==> src/rtl/petris_pkg.sv <==
// Operation codes and auto-repeat state shared by the input controller and the game logic.
// Priority helpers rank commands for the one-deep pending slot: start > drop > rotate > left > right.
package petris_pkg;

   localparam logic [2:0] OP_NONE   = 3'd0;
   localparam logic [2:0] OP_LEFT   = 3'd1;
   localparam logic [2:0] OP_RIGHT  = 3'd2;
   localparam logic [2:0] OP_ROTATE = 3'd3;
   localparam logic [2:0] OP_START  = 3'd4;
   localparam logic [2:0] OP_DROP   = 3'd5;

   typedef enum logic [1:0] {
      IDLE   = 2'd0,
      DELAY  = 2'd1,
      REPEAT = 2'd2
   } rpt_state_t;

   function automatic logic [2:0] op_rank(input logic [2:0] op);
      case (op)
         OP_START:  return 3'd5;
         OP_DROP:   return 3'd4;
         OP_ROTATE: return 3'd3;
         OP_LEFT:   return 3'd2;
         OP_RIGHT:  return 3'd1;
         default:   return 3'd0;
      endcase
   endfunction

   // Ties keep the incumbent, so an equal-priority command never displaces the pending one.
   function automatic logic [2:0] op_max(input logic [2:0] incumbent, input logic [2:0] challenger);
      return (op_rank(challenger) > op_rank(incumbent)) ? challenger : incumbent;
   endfunction

endpackage

==> src/rtl/button_debounce.sv <==
// Per-button 2-flop synchroniser, saturating debounce counter and one-cycle press pulse.
// Latency: raw edge to press is 2 + DEBOUNCE_CYCLES + 1 cycles; no backpressure.
module button_debounce #(
   parameter int DEBOUNCE_CYCLES = 250000
) (
   input  logic clk,
   input  logic reset,
   input  logic btn,
   output logic level,
   output logic press
);

   localparam int            CW       = (DEBOUNCE_CYCLES > 1) ? $clog2(DEBOUNCE_CYCLES) : 1;
   localparam logic [CW-1:0] CNT_LAST = CW'(DEBOUNCE_CYCLES - 1);

   logic          sync1;
   logic          sync2;
   logic          level_q;
   logic [CW-1:0] cnt;

   always_ff @(posedge clk) begin
      if (reset) begin
         sync1   <= 1'b0;
         sync2   <= 1'b0;
         level   <= 1'b0;
         level_q <= 1'b0;
         press   <= 1'b0;
         cnt     <= '0;
      end else begin
         sync1   <= btn;
         sync2   <= sync1;
         level_q <= level;
         press   <= level & ~level_q;
         // Count only while the synchronised level disagrees; any agreement restarts the window.
         if (sync2 == level) begin
            cnt <= '0;
         end else if (cnt == CNT_LAST) begin
            level <= sync2;
            cnt   <= '0;
         end else begin
            cnt <= cnt + 1'b1;
         end
      end
   end

endmodule

==> src/rtl/input_controller.sv <==
// Petris front end: debounced buttons -> one command per frame in operation, plus framenumber.
// Latency: command lands on the next frame boundary; no backpressure. Auto-repeat: INPUT_AUTOREPEAT_EN.
module input_controller
   import petris_pkg::*;
#(
   parameter int DEBOUNCE_CYCLES     = 250000,
   parameter int REPEAT_DELAY_FRAMES = 12,
   parameter int REPEAT_RATE_FRAMES  = 4
) (
   input  logic       clk,
   input  logic       reset,
   input  logic       vsync,
   input  logic       btn_left,
   input  logic       btn_right,
   input  logic       btn_rotate,
   input  logic       btn_drop,
   input  logic       btn_start,
   output logic [2:0] operation,
   output logic [9:0] framenumber,
   output logic       frame_tick
);

   // Key index: 0 left, 1 right, 2 rotate, 3 drop, 4 start.
   logic [4:0] raw;
   logic [4:0] level;
   logic [4:0] press;
   logic [4:0] cmd;
   logic [2:0] raised;
   logic [2:0] pending;
   logic       vsync_q;

   assign raw = {btn_start, btn_drop, btn_rotate, btn_right, btn_left};

   for (genvar i = 0; i < 5; i++) begin : g_btn
      button_debounce #(
         .DEBOUNCE_CYCLES(DEBOUNCE_CYCLES)
      ) u_debounce (
         .clk  (clk),
         .reset(reset),
         .btn  (raw[i]),
         .level(level[i]),
         .press(press[i])
      );
   end

`ifdef INPUT_AUTOREPEAT_EN
   localparam int FMAX = (REPEAT_DELAY_FRAMES > REPEAT_RATE_FRAMES) ? REPEAT_DELAY_FRAMES
                                                                    : REPEAT_RATE_FRAMES;
   localparam int             FCW        = (FMAX > 1) ? $clog2(FMAX) : 1;
   localparam logic [FCW-1:0] DELAY_LAST = FCW'(REPEAT_DELAY_FRAMES - 1);
   localparam logic [FCW-1:0] RATE_LAST  = FCW'(REPEAT_RATE_FRAMES - 1);

   logic [2:0] cmd_rpt;
   logic       unused_level;

   assign unused_level = level[2] ^ level[4];

   for (genvar j = 0; j < 3; j++) begin : g_rpt
      localparam int K = (j == 2) ? 3 : j;

      rpt_state_t     state, state_nx;
      logic [FCW-1:0] fcnt, fcnt_nx;
      logic           fire, fire_nx;

      always_ff @(posedge clk) begin
         if (reset) begin
            state <= IDLE;
            fcnt  <= '0;
            fire  <= 1'b0;
         end else begin
            state <= state_nx;
            fcnt  <= fcnt_nx;
            fire  <= fire_nx;
         end
      end

      // Repeat fires are registered, so they join the pending slot in the cycle after the boundary.
      always_comb begin
         state_nx = state;
         fcnt_nx  = fcnt;
         fire_nx  = 1'b0;
         if (!level[K]) begin
            state_nx = IDLE;
            fcnt_nx  = '0;
         end else begin
            case (state)
               IDLE: begin
                  if (press[K]) begin
                     state_nx = DELAY;
                     fcnt_nx  = '0;
                  end
               end
               DELAY: begin
                  if (frame_tick) begin
                     if (fcnt == DELAY_LAST) begin
                        state_nx = REPEAT;
                        fcnt_nx  = '0;
                        fire_nx  = 1'b1;
                     end else begin
                        fcnt_nx = fcnt + 1'b1;
                     end
                  end
               end
               REPEAT: begin
                  if (frame_tick) begin
                     if (fcnt == RATE_LAST) begin
                        fcnt_nx = '0;
                        fire_nx = 1'b1;
                     end else begin
                        fcnt_nx = fcnt + 1'b1;
                     end
                  end
               end
               default: begin
                  state_nx = IDLE;
                  fcnt_nx  = '0;
               end
            endcase
         end
      end

      always_comb begin
         cmd_rpt[j] = ((state == IDLE) && press[K]) || fire;
      end
   end

   assign cmd = {press[4], cmd_rpt[2], press[2], cmd_rpt[1], cmd_rpt[0]};
`else
   logic unused_level;

   assign unused_level = ^level;
   assign cmd          = press;
`endif

   always_comb begin
      raised = OP_NONE;
      if (cmd[4])      raised = OP_START;
      else if (cmd[3]) raised = OP_DROP;
      else if (cmd[2]) raised = OP_ROTATE;
      else if (cmd[0]) raised = OP_LEFT;
      else if (cmd[1]) raised = OP_RIGHT;
   end

   // A command raised in the boundary cycle itself is folded into that boundary's update.
   always_ff @(posedge clk) begin
      if (reset) begin
         vsync_q     <= 1'b0;
         frame_tick  <= 1'b0;
         pending     <= OP_NONE;
         operation   <= OP_NONE;
         framenumber <= '0;
      end else begin
         vsync_q    <= vsync;
         frame_tick <= vsync_q & ~vsync;
         if (frame_tick) begin
            operation   <= op_max(pending, raised);
            pending     <= OP_NONE;
            framenumber <= framenumber + 1'b1;
         end else begin
            pending <= op_max(pending, raised);
         end
      end
   end

endmodule
==> config.mk <==
export PLATFORM = sky130hd
export DESIGN_NAME = input_controller
export DESIGN_NICKNAME = d
export VERILOG_FILES = /design/src/rtl/petris_pkg.sv /design/src/rtl/button_debounce.sv /design/src/rtl/input_controller.sv
export SDC_FILE = /design/constraint.sdc
export NUM_CORES = 1
export LEC_CHECK = 0
export ABC_AREA = 1
export BUFFER_PORTS_ARGS = -buffer_cell sky130_fd_sc_hd__buf_2
export CAP_MARGIN = 20
export CORE_ASPECT_RATIO = 1.4
export CORE_MARGIN = 2
export CORE_UTILIZATION = 55
export CTS_BUF_LIST = sky130_fd_sc_hd__clkbuf_8
export DETAILED_ROUTE_END_ITERATION = 8
export HOLD_SLACK_MARGIN = 0.02
export PLACE_DENSITY = 0.8
export SETUP_SLACK_MARGIN = 0.3
export SLEW_MARGIN = 20
export SYNTH_ARGS = -nofsm -noshare
export SYNTH_HDL_FRONTEND = slang
export SYNTH_SLANG_ARGS = --single-unit
==> constraint.sdc <==
create_clock -name clk -period 2.01 [get_ports clk]
set_clock_uncertainty 0.05 [all_clocks]
set_input_delay 0.402 -clock clk [delete_from_list [all_inputs] [get_ports clk]]
set_output_delay 0.402 -clock clk [all_outputs]
set_load 0.005 [all_outputs]
==> results.md, run 1 <==
- GPL Wtd Cong: approximately 0.87
- Layout cell share with drive strength beyond 1: about an eighth
- Synth warnings: 0
- Arr. time, crit path: about 1.9 ns
- Worst path slowest cell: dfxtp_1
- Largest net degree at the start of global routing: 19
- Initial antenna violation count: 0
- Drt first pass iters: 5
- Final Non-Filler Cells: approximately 1100
- Max frequency: 0.6397 GHz
- Root buf cell: clkbuf_8
- Synth area leaders: dfxtp_1 41%, nand2_1 13%, nor2_1 11%, inv_1 6.5%, nand3_1 4.8%
- # clock sinks: about 130
- Register area share after synthesis: between 40% and 50%
- Crit. End Element: flop
- Final hold violation count: 0
- Flops & latches, synth: about 130
- Place WS: approximately 0.21 ns
- Residual DRC: 0
- FFs w/ async S/R, synth: 0%
- Clk buf depth: 2
- Hold_sp: vsync
- Max-cap viol count: 0
- TritonCTS Buffers: 17
- Origin of the worst setup path: g_btn[0].u_debounce.cnt[0]
- PD cells: just over 700 nW/um^2
- Worst endpoint required time: 2.31 ns
- Placed insts: ~1100
- Final number of setup-violating endpoints: 0
- Synth Instances: between 900 and 1000
- Startpoint Class: flop
- Max transition margin: 70.55%
- Grt ovf: 0
- Reg2reg start: g_btn[0].u_debounce.cnt[0]
- Antenna viol nets, final: 0
- Worst Slack Setup Final: roughly 0.45 ns
- Starting Density: ~57%
- Most common cell after layout, fill and taps aside: nand2_1
- Critical path type: reg2reg
- Fin nets: just under 1000
- Final core utilization: 62.58%
- Syn_area_per_cell: slightly below 7 um^2
- Ant. Diodes: 0
- Area Overhead vs Synth: 10.48%
- Vias per inst: ~5
- Die height: ~130 um
- Leakage Power: 2.557 nW
- Fillers: between 1000 and 1500
- Placeable Area: 11340 um^2
- Row cnt: 46
- Syn Nets: 946
- Post-synth cell types: 35
- Top cell type by total area after synthesis: dfxtp_1
- Peak VDD IR: about 490 uV
- Setup TNS: 0 ns
- Worst hold path type: in2reg
- Num ports: 22
- CTS tree: done
- Final WL: 12340 um
- Post-route cell area: a little over 7000 um^2
- Total die area: around 13000 um^2
- Vias in the first global route: between 5000 and 6000
- Commonest non-fill, non-tap cells in the layout: 229 x nand2_1, 184 x nor2_1, 131 x dfxtp_1
- Yosys top cell area share: 41.46%
- Placed inst area: roughly 6600 um^2
- First DRT Iteration DRCs: 275
- Number of synthesized flops with an enable pin: 0
- Worst-Skew Late Latency: around 0.45 ns
- Wire length of the first global-routing pass: roughly 21000 um
- Post-route clock period utilization: slightly below 80%
- HPWL after DPL: ~9000 um
- Gr usage total: around 21%
- Die Width: about 95 um
- Critical path cell sequence: ha_1 > nand2_1 > nor2_4 > nand3_2 > o21bai_4 > buf_4 > nor2_1
- H-tree levels: 4
- Top_reg_cell synth: dfxtp_1
- Worst Path Max Fanout: 9
- Vias: roughly 5600
- Worst slew pin tran: 0.4384 ns
- RSZ-0062 raised after global routing: false
- Wire per inst: around 11 um
- Number of buffers added on ports: 21
- CP peak stage delay: 0.36 ns
- Mapped Area: ~6400 um^2
- Min Tclk post-route: between 1.5 and 2 ns
- Clock transition at path regs: around 0.08 ns
- Slew Viols, Final: 0
- Status: finished clean
==> cell usage after synthesis (3+ instances only) <==
library cell  number
or2_2              6
nand3_2            6
nor2_4             5
a21oi_2            5
ha_1               9
o21bai_1           3
or2_0              5
a21oi_1           44
nor2_2            15
o21ai_0           22
nor2_1           185
xor2_1            21
xnor2_1            8
nand4_1           14
inv_1            111
nand2_1          230
dfxtp_1          133
nand2_2            5
nor3_1            15
buf_6              5
nand3_1           62
==> critical path, delay by kind of cell (launching register included) <==
kind                     cells  cell delay [ns]
buffers and inverters        1             0.18
flip-flops                   1             0.36
adder cells (fa/ha/maj)      1             0.20
AND/OR/NAND/NOR              4             0.48
AO/OA/AOI/OAI                1             0.17
==> where the power goes <==
part	switching, W	internal, W	leakage [nW]
Combinational	0.000171	0.000100	1.27
Clock	0.00102	0.00114	0.210
Sequential	0.0000220	0.00267	1.08
==> final cells by class <==
type / count / area, um^2 / area share, %
clock inverters: 13 / 116.4 / 1.640
repair buffers: 28 / 170.2 / 2.398
multi-input cells: 672 / 3272 / 46.11
well taps: 144 / 180.2 / 2.539
flip-flops and latches: 133 / 2665 / 37.56
inverters: 114 / 430.4 / 6.066
clock buffers: 19 / 261.5 / 3.685
==> metrics by stage <==
| step | hold WS [ns] | power (W) |
|---|---|---|
| final | 0.09771 | 0.005125 |
| after global routing | 0.09614 | 0.005323 |
| after CTS | 0.07548 | 0.005151 |
| after detailed placement | 0.3273 | 0.002993 |
| after global placement | 0.3250 | 0.002990 |
| after floorplan | 0.3228 | 0.002947 |
==> cell families after synthesis <==
logic type	synth area share [%]
xor+xnor	3.955
flops	41.46
compound gates	6.780
buf+inv	8.319
simple gates	37.74
fa+ha+maj	1.753
==> metal layers <==
metal	global-route usage, %	routed length (um)	part of all wire, %	vias up
met3	4.631	259	2.1	23
met1	21.81	5258	43	2546
met4	8.696	233	1.9	0
li1	-	-	-	2977
met2	38.11	6587	53	62
met5	0	0	0	-
==> worst paths after layout <==
path	endpoint	slack, ns	cells after the start
setup reg to reg	g_btn[0].u_debounce.cnt[6]	0.45	7
hold / removal	frame_tick	0.1	2
hold reg to reg	g_btn[4].u_debounce.press	0.34	1
setup / recovery	g_btn[0].u_debounce.cnt[6]	0.45	7
==> flip-flops by register name, summed over array words and instances, names as in the netlist <==
name                      cells
g_btn.u_debounce.press        5
g_btn.u_debounce.sync2        5
g_btn.u_debounce.cnt         90
operation                     3
g_btn.u_debounce.level_q      5
pending                       3
framenumber                  10
frame_tick                    1
g_btn.u_debounce.sync1        5
vsync_q                       1
g_btn.u_debounce.level        5
==> timing repair <==
item,4_1_cts,5_1_grt
hold buffers,0,0
pin swaps,0,5
setup endpoints to repair,6,80
setup buffers,0,5
gates resized for setup,2,11
Note: power is estimated with default switching activity, not from simulation.
==> run 2, diff against run 1 <==
--- a/config.mk
+++ b/config.mk
@@ -14,7 +14,7 @@
 export CTS_BUF_LIST = sky130_fd_sc_hd__clkbuf_8
 export DETAILED_ROUTE_END_ITERATION = 8
 export HOLD_SLACK_MARGIN = 0.02
-export PLACE_DENSITY = 0.8
+export PLACE_DENSITY = 0.83
 export SETUP_SLACK_MARGIN = 0.3
 export SLEW_MARGIN = 20
 export SYNTH_ARGS = -nofsm -noshare
==> constraint.sdc (replaced) <==
create_clock -name clk -period 1.3 [get_ports clk]
set_clock_uncertainty 0.05 [all_clocks]
set_input_delay 0.26 -clock clk [delete_from_list [all_inputs] [get_ports clk]]
set_output_delay 0.26 -clock clk [all_outputs]
set_load 0.005 [all_outputs]
==> run 2 against run 1 <==
Against the previous run:
- the run now ends with negative setup slack left
- fmax shrank 17%
- combinational power rose to 3.7 times the previous value
- critical path depth grew 2
- global-route usage up 11 points
- final cell count up 13%
- sequential share of layout area shrank 9.4 points
- non-clock buffer count is 143 higher
- die area did not move
- first-iteration DRC count increased to 4.3 times the previous value
- via count rose by 41%
==> results.md, run 2 (synthesis results as in run 1) <==
- Buf/Inv on CP: 1
- Max reg flops: 90
- H-tree levels: 4
- Flop2flop setup slack: -0.59 ns
- HPWL after DPL: between 9000 and 10000 um
- Placeable Area: 11340 um^2
- Vias in the first global route: 6744
- Total chip power: between 0.008 and 0.009 W
- Largest net degree at the start of global routing: 23
- Peak VDD IR: 770.4 uV
- CP peak stage delay: 0.34 ns
- Clk buf depth: 2
- Critical path type: reg2reg
- Arr. time, crit path: 2.26 ns
- Placed inst area: about 7600 um^2
- Critical path capture point: operation[2]
- Commonest non-fill, non-tap cells in the layout: 192 x nand2_1, 121 x nor2_1, 97 x inv_1
- Sw Pwr: 0.002477 W
- PD cells: between 900 and 1000 nW/um^2
- Post-route cell area: a little under 10000 um^2
- Wire length of the first global-routing pass: approximately 31000 um
- Initial antenna violation count: 1
- Worst Path Max Fanout: 4
- Violated checks: negative setup slack
- R2R Path End: operation[2]
- Hold slack: 0.1515 ns
- Antenna viol nets, final: 0
- Placed insts: ~1200
- Gr usage total: about 31%
- Number of buffers added on ports: 21
- Power Internal: 0.006476 W
- Max transition margin: 66.71%
- CP delay by family, top: simple AND/OR/NAND/NOR gates
- Gate power share: 11.1%
- Final WL: ~28000 um
- First DRT Iteration DRCs: roughly 1200
- Worst path slowest cell: dfxtp_1
- Vias: approximately 8000
- Cell mode on critical path: nand2_1
- RSZ-0062 raised after global routing: true
- Worst-Skew Late Latency: between 0.4 and 0.5 ns
- Worst slew pin tran: between 0.4 and 0.5 ns
- # clock sinks: approximately 130
- Worst Slack Setup Final: -0.5917 ns
- Critical path cell sequence: inv_1 > nand2_1 > ha_4 > nand2_4 > o21ai_4 > nand2_2 > nand2_1 > nand3_1 > nand2_1
- Max-cap viol count: 0
- Vias per inst: 6.223
- Clock Power Share: roughly 43%
- Largest Register: g_btn.u_debounce.cnt
- Switch share: between 20% and 30%
- Residual DRC: 0
- TritonCTS Buffers: 17
- Die Width: 95.33 um
- Slew Viols, Final: 0
- Startpoint Class: flop
- Num ports: 22
- Final Non-Filler Cells: between 1000 and 1500
- Starting Density: a little under three fifths
- Setup TNS: -21.22 ns
- Die height: about 130 um
- Most common cell after layout, fill and taps aside: nand2_1
- Worst endpoint required time: ~1.7 ns
- Root buf cell: clkbuf_8
- Biggest regs: g_btn.u_debounce.cnt (90), framenumber (10)
- Ant. Diodes: 0
- Drt first pass iters: 8
- Fin nets: about 1100
- Status: finished, violations left
- Cell depth of the worst setup path: 9
- Worst reg2reg path depth: 9
- Reg power frac: between 40% and 50%
- CTS tree: done
- Leakage Power: about 3.7 nW
- Origin of the worst setup path: pending[2]
- Final hold violation count: 0
- Clock transition at path regs: about 0.090 ns
- Max frequency: 0.5286 GHz
- Total die area: about 13000 um^2
- Worst hold path type: in2reg
- GPL Wtd Cong: ~0.92
- Wire per inst: approximately 22 um
- Layout cell share with drive strength beyond 1: a little under half
- Post-route clock period utilization: 145.5%
- Crit. End Element: flop
- Grt ovf: 0
- Row cnt: 46
- Final number of setup-violating endpoints: between 100 and 150
- Min Tclk post-route: 1.892 ns
- Area Overhead vs Synth: 53.61%
- Reg2reg start: pending[2]
run 2: cell types whose count changed in the layout (fill, tap and decap cells not counted), moves of 49 or more:
cell / before / now
nor2_1: 184 / 121
dfxtp_2: 2 / 51
buf_4: 6 / 91
dfxtp_1: 131 / 69
buf_6: 0 / 51
run 2: per-layer routing:
| metal | wire length (um) | GRT usage (%) | vias to the layer above |
|---|---|---|---|
| met5 | 23 | 0 | - |
| met3 | 2877 | 6.289 | 315 |
| met2 | 13090 | 56.18 | 684 |
| met4 | 2958 | 20.05 | 2 |
| met1 | 8840 | 31.71 | 3608 |
| li1 | - | - | 3275 |
run 2: cell type report:
| type | instances | area (um^2) |
|---|---|---|
| multi-input cells | 673 | 4360 |
| flip-flops and latches | 133 | 2775 |
| repair buffers | 171 | 1678 |
| fillers | 482 | 1473 |
| inverters | 114 | 455.4 |
| clock buffers | 19 | 261.5 |
| well taps | 144 | 180.2 |
| clock inverters | 13 | 155.1 |
run 2: stage by stage:
stage	util [%]	worst slack (ns)
4_1_cts	79.20	-0.2079
2_1_floorplan	-	-0.1071
3_3_place_gp	66.66	-0.1665
5_1_grt	87.01	-0.7292
6_report	87.01	-0.5917
3_5_place_dp	66.66	-0.2288
run 2: worst min path at each step:
stage | depth (start not counted) | slack [ns] | endpoint | from
finish | 3 | 0.15 | g_btn[0].u_debounce.sync2 | reset
global route | 3 | 0.16 | g_btn[2].u_debounce.sync1 | reset
CTS | 3 | 0.14 | g_btn[2].u_debounce.sync1 | reset
detailed placement | 1 | 0.33 | g_btn[3].u_debounce.press | g_btn[3].u_debounce.level_q
global placement | 1 | 0.32 | g_btn[3].u_debounce.press | g_btn[3].u_debounce.level_q
floorplan | 1 | 0.27 | frame_tick | vsync
run 2: worst min-delay path, delay by kind of cell:
family	cells	cell delay [ns]
and+or+nand+nor	1	0.04
buffers and inverters	2	0.32
run 2: power by group through the flow:
stage | sequential (W) | clock [W] | combinational, W
after floorplan | 0.00424 | 0 | 0.000344
after global placement | 0.00424 | 0 | 0.000454
after detailed placement | 0.00425 | 0 | 0.000470
after CTS | 0.00414 | 0.00367 | 0.000581
after global routing | 0.00415 | 0.00392 | 0.00104
final | 0.00415 | 0.00381 | 0.000998
run 2: what timing repair did:
| item | 4_1_cts | 5_1_grt |
|---|---|---|
| setup endpoints to repair | 122 | 125 |
| hold buffers | 6 | 0 |
| gates resized for setup | 139 | 193 |
| endpoints found under the hold margin | 7 | 0 |
| pin swaps | 46 | 68 |
| gates cloned | 6 | 0 |
| setup buffers | 42 | 26 |
